--- src/rtl/counter_pkg.sv ---
// Shared definitions for the counter-control FSM and the BCD counter:
// state codes and the active-low 7-segment decoder.
package counter_pkg;

    typedef enum logic [2:0] {
        StIdle        = 3'd0,
        StUpMode      = 3'd1,
        StSetMode     = 3'd2,
        StEnablePulse = 3'd3,
        StDownMode    = 3'd4
    } counter_state_e;

    localparam int unsigned NumDigits = 4;

    // Segment order {g,f,e,d,c,b,a}, active-low; non-decimal codes are blanked.
    function automatic logic [6:0] seg_decode(input logic [3:0] d);
        logic [6:0] s;
        case (d)
            4'd0:    s = 7'b1000000;
            4'd1:    s = 7'b1111001;
            4'd2:    s = 7'b0100100;
            4'd3:    s = 7'b0110000;
            4'd4:    s = 7'b0011001;
            4'd5:    s = 7'b0010010;
            4'd6:    s = 7'b0000010;
            4'd7:    s = 7'b1111000;
            4'd8:    s = 7'b0000000;
            4'd9:    s = 7'b0010000;
            default: s = 7'b1111111;
        endcase
        return s;
    endfunction

endpackage

--- src/rtl/bcd_updown_counter_if.sv ---
// Control inputs from the counter FSM and the count/display outputs of the BCD counter.
interface bcd_updown_counter_if;
    logic        up;
    logic        enable;
    logic [2:0]  state;
    logic [15:0] count;
    logic        wrap;
    logic [3:0]  an;
    logic [6:0]  seg;

    modport master (
        output up, enable, state,
        input  count, wrap, an, seg
    );

    modport slave (
        input  up, enable, state,
        output count, wrap, an, seg
    );
endinterface

--- src/rtl/bcd_digit.sv ---
// One BCD decade. carry_out flags that this step rolls the digit over (9->0 up, 0->9 down)
// and feeds the next decade's step_in.
module bcd_digit (
    input  logic       clk,
    input  logic       clr,
    input  logic       step_in,
    input  logic       up,
    output logic [3:0] q,
    output logic       carry_out
);

    logic [3:0] q_q;
    logic [3:0] q_d;

    always_comb begin
        q_d       = q_q;
        carry_out = 1'b0;
        if (step_in) begin
            if (up) begin
                carry_out = (q_q == 4'd9);
                q_d       = carry_out ? 4'd0 : q_q + 4'd1;
            end else begin
                carry_out = (q_q == 4'd0);
                q_d       = carry_out ? 4'd9 : q_q - 4'd1;
            end
        end
    end

    always_ff @(posedge clk) begin
        if (clr) begin
            q_q <= 4'd0;
        end else begin
            q_q <= q_d;
        end
    end

    assign q = q_q;

endmodule

--- src/rtl/bcd_updown_counter.sv ---
// Four-digit BCD up/down counter with prescaled continuous stepping, single-step pulses
// and a multiplexed common-anode 7-segment scan.
module bcd_updown_counter
    import counter_pkg::*;
#(
    parameter int unsigned PRESCALE = 50_000_000,
    parameter int unsigned REFRESH  = 50_000
) (
    input logic               clk,
    input logic               clr,
    bcd_updown_counter_if.slave bus
);

    localparam int unsigned PW = $clog2(PRESCALE);
    localparam int unsigned RW = (REFRESH > 1) ? $clog2(REFRESH) : 1;

    logic [PW-1:0] presc_q, presc_d;
    logic [RW-1:0] refresh_q, refresh_d;
    logic [1:0]    scan_q, scan_d;
    logic          wrap_q;
    logic [3:0]    an_q;
    logic [6:0]    seg_q;

    logic          cont_mode;
    logic          presc_last;
    logic          refresh_last;
    logic          step;
    logic [15:0]   count;
    logic [3:0]    digit_sel;
    logic          step_chain [0:NumDigits];

    always_comb begin
        cont_mode  = bus.enable && ((bus.state == StUpMode) || (bus.state == StDownMode));
        presc_last = (presc_q == PW'(PRESCALE - 1));
        step       = (bus.enable && (bus.state == StEnablePulse)) || (cont_mode && presc_last);
        // Any cycle outside a qualifying continuous mode restarts the interval.
        presc_d    = (cont_mode && !presc_last) ? presc_q + PW'(1) : '0;
    end

    always_comb begin
        refresh_last = (refresh_q == RW'(REFRESH - 1));
        refresh_d    = refresh_last ? '0 : refresh_q + RW'(1);
        scan_d       = refresh_last ? scan_q + 2'd1 : scan_q;
    end

    assign step_chain[0] = step;

    for (genvar i = 0; i < NumDigits; i++) begin : g_digit
        bcd_digit u_digit (
            .clk       (clk),
            .clr       (clr),
            .step_in   (step_chain[i]),
            .up        (bus.up),
            .q         (count[4*i +: 4]),
            .carry_out (step_chain[i+1])
        );
    end

    always_comb begin
        digit_sel = 4'd0;
        case (scan_q)
            2'd0:    digit_sel = count[3:0];
            2'd1:    digit_sel = count[7:4];
            2'd2:    digit_sel = count[11:8];
            default: digit_sel = count[15:12];
        endcase
    end

    always_ff @(posedge clk) begin
        if (clr) begin
            presc_q   <= '0;
            refresh_q <= '0;
            scan_q    <= 2'd0;
            wrap_q    <= 1'b0;
            an_q      <= 4'b1110;
            seg_q     <= 7'b1000000;
        end else begin
            presc_q   <= presc_d;
            refresh_q <= refresh_d;
            scan_q    <= scan_d;
            // Carry out of the top decade coincides with the wrapped count becoming visible.
            wrap_q    <= step_chain[NumDigits];
            an_q      <= ~(4'b0001 << scan_q);
            seg_q     <= seg_decode(digit_sel);
        end
    end

    assign bus.count = count;
    assign bus.wrap  = wrap_q;
    assign bus.an    = an_q;
    assign bus.seg   = seg_q;

endmodule

--- src/flat_wrapper.sv ---
// flat-port wrapper written by rule: the top's interface ports become plain ports
module bcd_updown_counter_flat import counter_pkg::*;
#(
    parameter int unsigned PRESCALE = 50_000_000,
    parameter int unsigned REFRESH  = 50_000
)
  (clk, clr, bus_up, bus_enable, bus_state, bus_count, bus_wrap, bus_an, bus_seg);
  bcd_updown_counter_if bus_i ();
  input logic clk;
  input logic clr;
  input wire logic [$bits(bus_i.up)-1:0] bus_up;
  input wire logic [$bits(bus_i.enable)-1:0] bus_enable;
  input wire logic [$bits(bus_i.state)-1:0] bus_state;
  output wire logic [$bits(bus_i.count)-1:0] bus_count;
  output wire logic [$bits(bus_i.wrap)-1:0] bus_wrap;
  output wire logic [$bits(bus_i.an)-1:0] bus_an;
  output wire logic [$bits(bus_i.seg)-1:0] bus_seg;
  assign bus_i.up = bus_up;
  assign bus_i.enable = bus_enable;
  assign bus_i.state = bus_state;
  assign bus_count = bus_i.count;
  assign bus_wrap = bus_i.wrap;
  assign bus_an = bus_i.an;
  assign bus_seg = bus_i.seg;
  bcd_updown_counter #(.PRESCALE(PRESCALE), .REFRESH(REFRESH)) u_core (.clk(clk), .clr(clr), .bus(bus_i));
endmodule
--- config.mk ---
export PLATFORM = sky130hd
export DESIGN_NAME = bcd_updown_counter_flat
export DESIGN_NICKNAME = d
export VERILOG_FILES = /design/src/rtl/counter_pkg.sv /design/src/rtl/bcd_updown_counter_if.sv /design/src/rtl/bcd_digit.sv /design/src/rtl/bcd_updown_counter.sv /design/src/flat_wrapper.sv
export SDC_FILE = /design/constraint.sdc
export NUM_CORES = 1
export LEC_CHECK = 0
export ABC_AREA = 1
export CAP_MARGIN = 0
export CORE_AREA = 10 10 98 100
export CTS_BUF_LIST = sky130_fd_sc_hd__clkbuf_4 sky130_fd_sc_hd__clkbuf_8
export DETAILED_ROUTE_END_ITERATION = 12
export DIE_AREA = 0 0 108 110
export MAX_ROUTING_LAYER = met4
export PLACE_DENSITY = 0.81
export SLEW_MARGIN = 20
export SYNTH_ARGS = -nofsm -noshare
export SYNTH_HDL_FRONTEND = slang
export SYNTH_HIERARCHICAL = 1
export SYNTH_SLANG_ARGS = --single-unit
--- constraint.sdc ---
create_clock -name clk -period 5.38 [get_ports clk]
set_input_delay 0.807 -clock clk [delete_from_list [all_inputs] [get_ports clk]]
set_output_delay 0.807 -clock clk [all_outputs]
set_load 0.05 [all_outputs]
==> results.py <==
metrics = {
    "grt": {
        "grt_antenna_before_repair": 0,
        "grt_overflow_total": 0,
        "met2_usage_pct": 29.1,
        "grt_pass1_wl_um": 16900,
        "grt.busiest_layer": "met2",
        "grt_usage_pct": 17.7,
        "grt_pass1_vias": 3806,
        "grt_use_met1_pct": 21.2,
        "use_met3_pct": 3.48,
        "grt_max_degree": 26,
    },
    "logic_synthesis": {
        "muxShareOfSynthArea_pct": 0,
        "synth-compound-area-share_pct": 9.18,
        "syn_area_per_cell_um2": 6.68,
        "ys_ff_latch": 72,
        "synth_cell_types": 36,
        "synth_nets": 633,
        "synthSimpleGateAreaFrac_pct": 40.2,
        "ys_seq_area_share_pct": 35.0,
        "synthFlopType": "dfxtp_1",
        "synth_top_family_by_area": "simple AND/OR/NAND/NOR gates",
        "synth_xor_xnor_area_share_pct": 4.26,
        "synthAdderAreaFrac_pct": 3.04,
        "netlist_area_um2": 4120,
        "synthArstFlopShare_pct": 0,
        "syn_inst": 616,
        "synth_edf_count": 0,
        "ys.warnings.count": 6,
    },
    "power_and_ir_drop": {
        "p_leak_uw": 0.00188,
        "peakVddDrop_v": 0.000140,
        "power_density_nw_per_um2": 242,
    },
    "die": {
        "fp.dieH_um": 110,
        "die_w_um": 108,
        "coreArea_um2": 7650,
        "dieArea_um2": 11900,
        "num_rows": 32,
        "start_util_pct": 53.8,
        "pin_count": 35,
    },
    "critical_path": {
        "startpoint_type": "input pin",
        "crit_type": "in -> reg",
        "rrSetupSlack_ns": 1.32,
        "critPathMaxFanout": 6,
        "crit_path_start": "bus_state[2]",
        "arrival_ns": 4.38,
        "r2r_end": "u_core/bus.wrap$_SDFF_PP0_",
        "critPathCapture": "u_core/bus.wrap$_SDFF_PP0_",
        "end_kind": "flop",
        "r2r-start": "u_core/presc_q[0]$_SDFF_PP0_",
        "cp.required_ns": 5.66,
        "ff2ff_path_depth": 17,
    },
    "outcome": {
        "status": "complete, no violations",
    },
    "min_path": {
        "hp-class": "reg -> reg",
    },
    "clock_tree": {
        "insertion_delay_ns": 0.36,
        "ctsHoldBuffers": 0,
        "clock_path_buffers": 2,
        "cts.clk_slew.worst_paths_ns": 0.08,
        "post_cts_buffers": 0,
        "clock-root-buffer": "clkbuf_8",
        "cts.htree.levels": 3,
        "cts_tree": "done",
        "ctsResizeCount": 0,
        "cts_buffers": 9,
        "cts.sinks": 72,
    },
    "timing": {
        "skew_ns": 0.00907,
        "max_slew.worst_pin.slew_ns": 0.899,
        "setup_slack_ns": 1.29,
        "setup_tns_ns": 0,
        "fmax_mhz": 244,
        "maxSlewViolCount": 0,
        "period_share_pct": 76.1,
        "finalHoldViolations": 0,
        "grt_setup_unrepaired": "no",
        "setup_violations": 0,
        "slew_headroom_pct": 39.9,
        "fin_crit_ns": 4.09,
    },
    "layout": {
        "area_growth_pct": 17.2,
        "drive_gt1_share_pct": 10.4,
        "final_nets": 677,
        "antennaDiodeCount": 0,
        "final_area_um2": 4820,
    },
    "detailed_routing": {
        "drtAntennaViolNets": 0,
        "dr.pass1.iters": 6,
        "routedWlPerCell_um": 12.8,
        "drc": 0,
        "wl_um": 9820,
        "vias_per_cell": 5.23,
        "vias": 4009,
        "drt_iter0_markers": 206,
    },
    "place": {
        "place_area_um2": 4570,
        "pre_cts_slack_ns": 1.08,
        "port-buffer-count": 34,
        "dp_hpwl_um": 7270,
        "place.gp.congestion": 0.942,
    },
    "flow_run": {
        "maxCapViolations": 0,
    },
}
## through the flow
step,utilization [%],power [uW],hold slack (ns),std cells
5_1_grt,63.1,1210,0.481,767
6_report,63.1,1170,0.453,767
3_5_place_dp,59.7,638,0.440,751
4_1_cts,63.1,1180,0.458,767
3_3_place_gp,59.7,636,0.428,751
2_1_floorplan,-,612,0.417,616
## placed cells by master (no fill, tap or decap), types with 10 or more instances in the layout
master | synthesis | layout
inv_2 | 13 | 13
nor2_1 | 79 | 79
ha_1 | 10 | 10
nor3_1 | 10 | 10
inv_1 | 67 | 67
nand4_1 | 16 | 16
nand3_1 | 53 | 53
dfxtp_1 | 72 | 72
nand2_1 | 174 | 174
clkbuf_8 | 0 | 11
clkdlybuf4s50_1 | 0 | 34
a21oi_1 | 30 | 30
xor2_1 | 12 | 12
## cell type report
type | count | area (um2)
Timing Repair Buffer | 37 | 363
Inverter | 81 | 304
Fill cell | 718 | 2830
Tap cell | 102 | 128
Clock buffer | 11 | 151
Multi-Input combinational cell | 459 | 2330
Clock inverter | 5 | 103
Sequential cell | 72 | 1440
## cell usage after synthesis, types with 5 or more instances
cell type | instances | area share (%)
nand2_1 | 174 | 16
nor2_1 | 79 | 7.2
dfxtp_1 | 72 | 35
inv_1 | 67 | 6.1
nand3_1 | 53 | 6.4
a21oi_1 | 30 | 3.6
nand4_1 | 16 | 2.4
inv_2 | 13 | 1.2
xor2_1 | 12 | 2.6
ha_1 | 10 | 3.0
nor3_1 | 10 | 1.2
nor2_2 | 8 | 1.2
o21ai_0 | 8 | 0.97
xnor2_1 | 8 | 1.7
nand2_2 | 6 | 0.91
a21oi_2 | 5 | 1.1
## power by group
group	internal [uW]	switching [uW]	total (uW)	leakage, uW
Sequential	539	7.26	546	0.000582
Clock	333	210	543	0.000126
Combinational	27.4	53.1	80.4	0.00118
Total	899	270	1170	0.00188
## routing by layer
metal  part of all wire [%]  up-vias
li1                       -     2066
met1                     46     1841
met2                     48       88
met3                    4.6       14
met4                    1.4        0
met5                      0        -
## worst min-delay path by stage
stage | from | end | cells past startpoint
2_1_floorplan | u_core/presc_q[0]$_SDFF_PP0_ | u_core/presc_q[0]$_SDFF_PP0_ | 1
3_3_place_gp | u_core/refresh_q[0]$_SDFF_PP0_ | u_core/refresh_q[0]$_SDFF_PP0_ | 1
3_5_place_dp | u_core/presc_q[0]$_SDFF_PP0_ | u_core/presc_q[0]$_SDFF_PP0_ | 1
4_1_cts | u_core/presc_q[0]$_SDFF_PP0_ | u_core/presc_q[0]$_SDFF_PP0_ | 1
5_1_grt | u_core/presc_q[0]$_SDFF_PP0_ | u_core/presc_q[0]$_SDFF_PP0_ | 1
6_report | u_core/presc_q[0]$_SDFF_PP0_ | u_core/presc_q[0]$_SDFF_PP0_ | 1
## state kept, by name, summed over array words and instances, names as in the netlist
signal                    cells
u_core/bus.wrap               1
u_core/refresh_q             16
u_core/g_digit.u_digit/q     16
u_core/presc_q               26
u_core/bus.seg                7
u_core/scan_q                 2
u_core/bus.an                 4
## logic make-up (layout without fill, tap and decap cells)
logic type	Yosys count	in the layout
adders and majority gates	10	10
buffers and inverters	85	134
and+or+nand+nor	366	366
xor gates and xnor gates	20	20
AOI/OAI and AO/OA	63	63
DFF	72	72
## worst max-delay path: stages
cell	delay [ns]
clkdlybuf4s50_1	0.51
nor2_1	0.06
nor2_1	0.10
nand3_1	0.11
o22ai_1	0.41
inv_1	0.17
a211oi_1	0.25
buf_4	0.19
inv_1	0.08
a211oi_1	0.57
inv_1	0.20
a211oi_1	0.28
buf_4	0.19
inv_1	0.08
a211oi_1	0.23
inv_1	0.06
nor2_1	0.08
No activity file was read; power rests on OpenSTA's default activity.
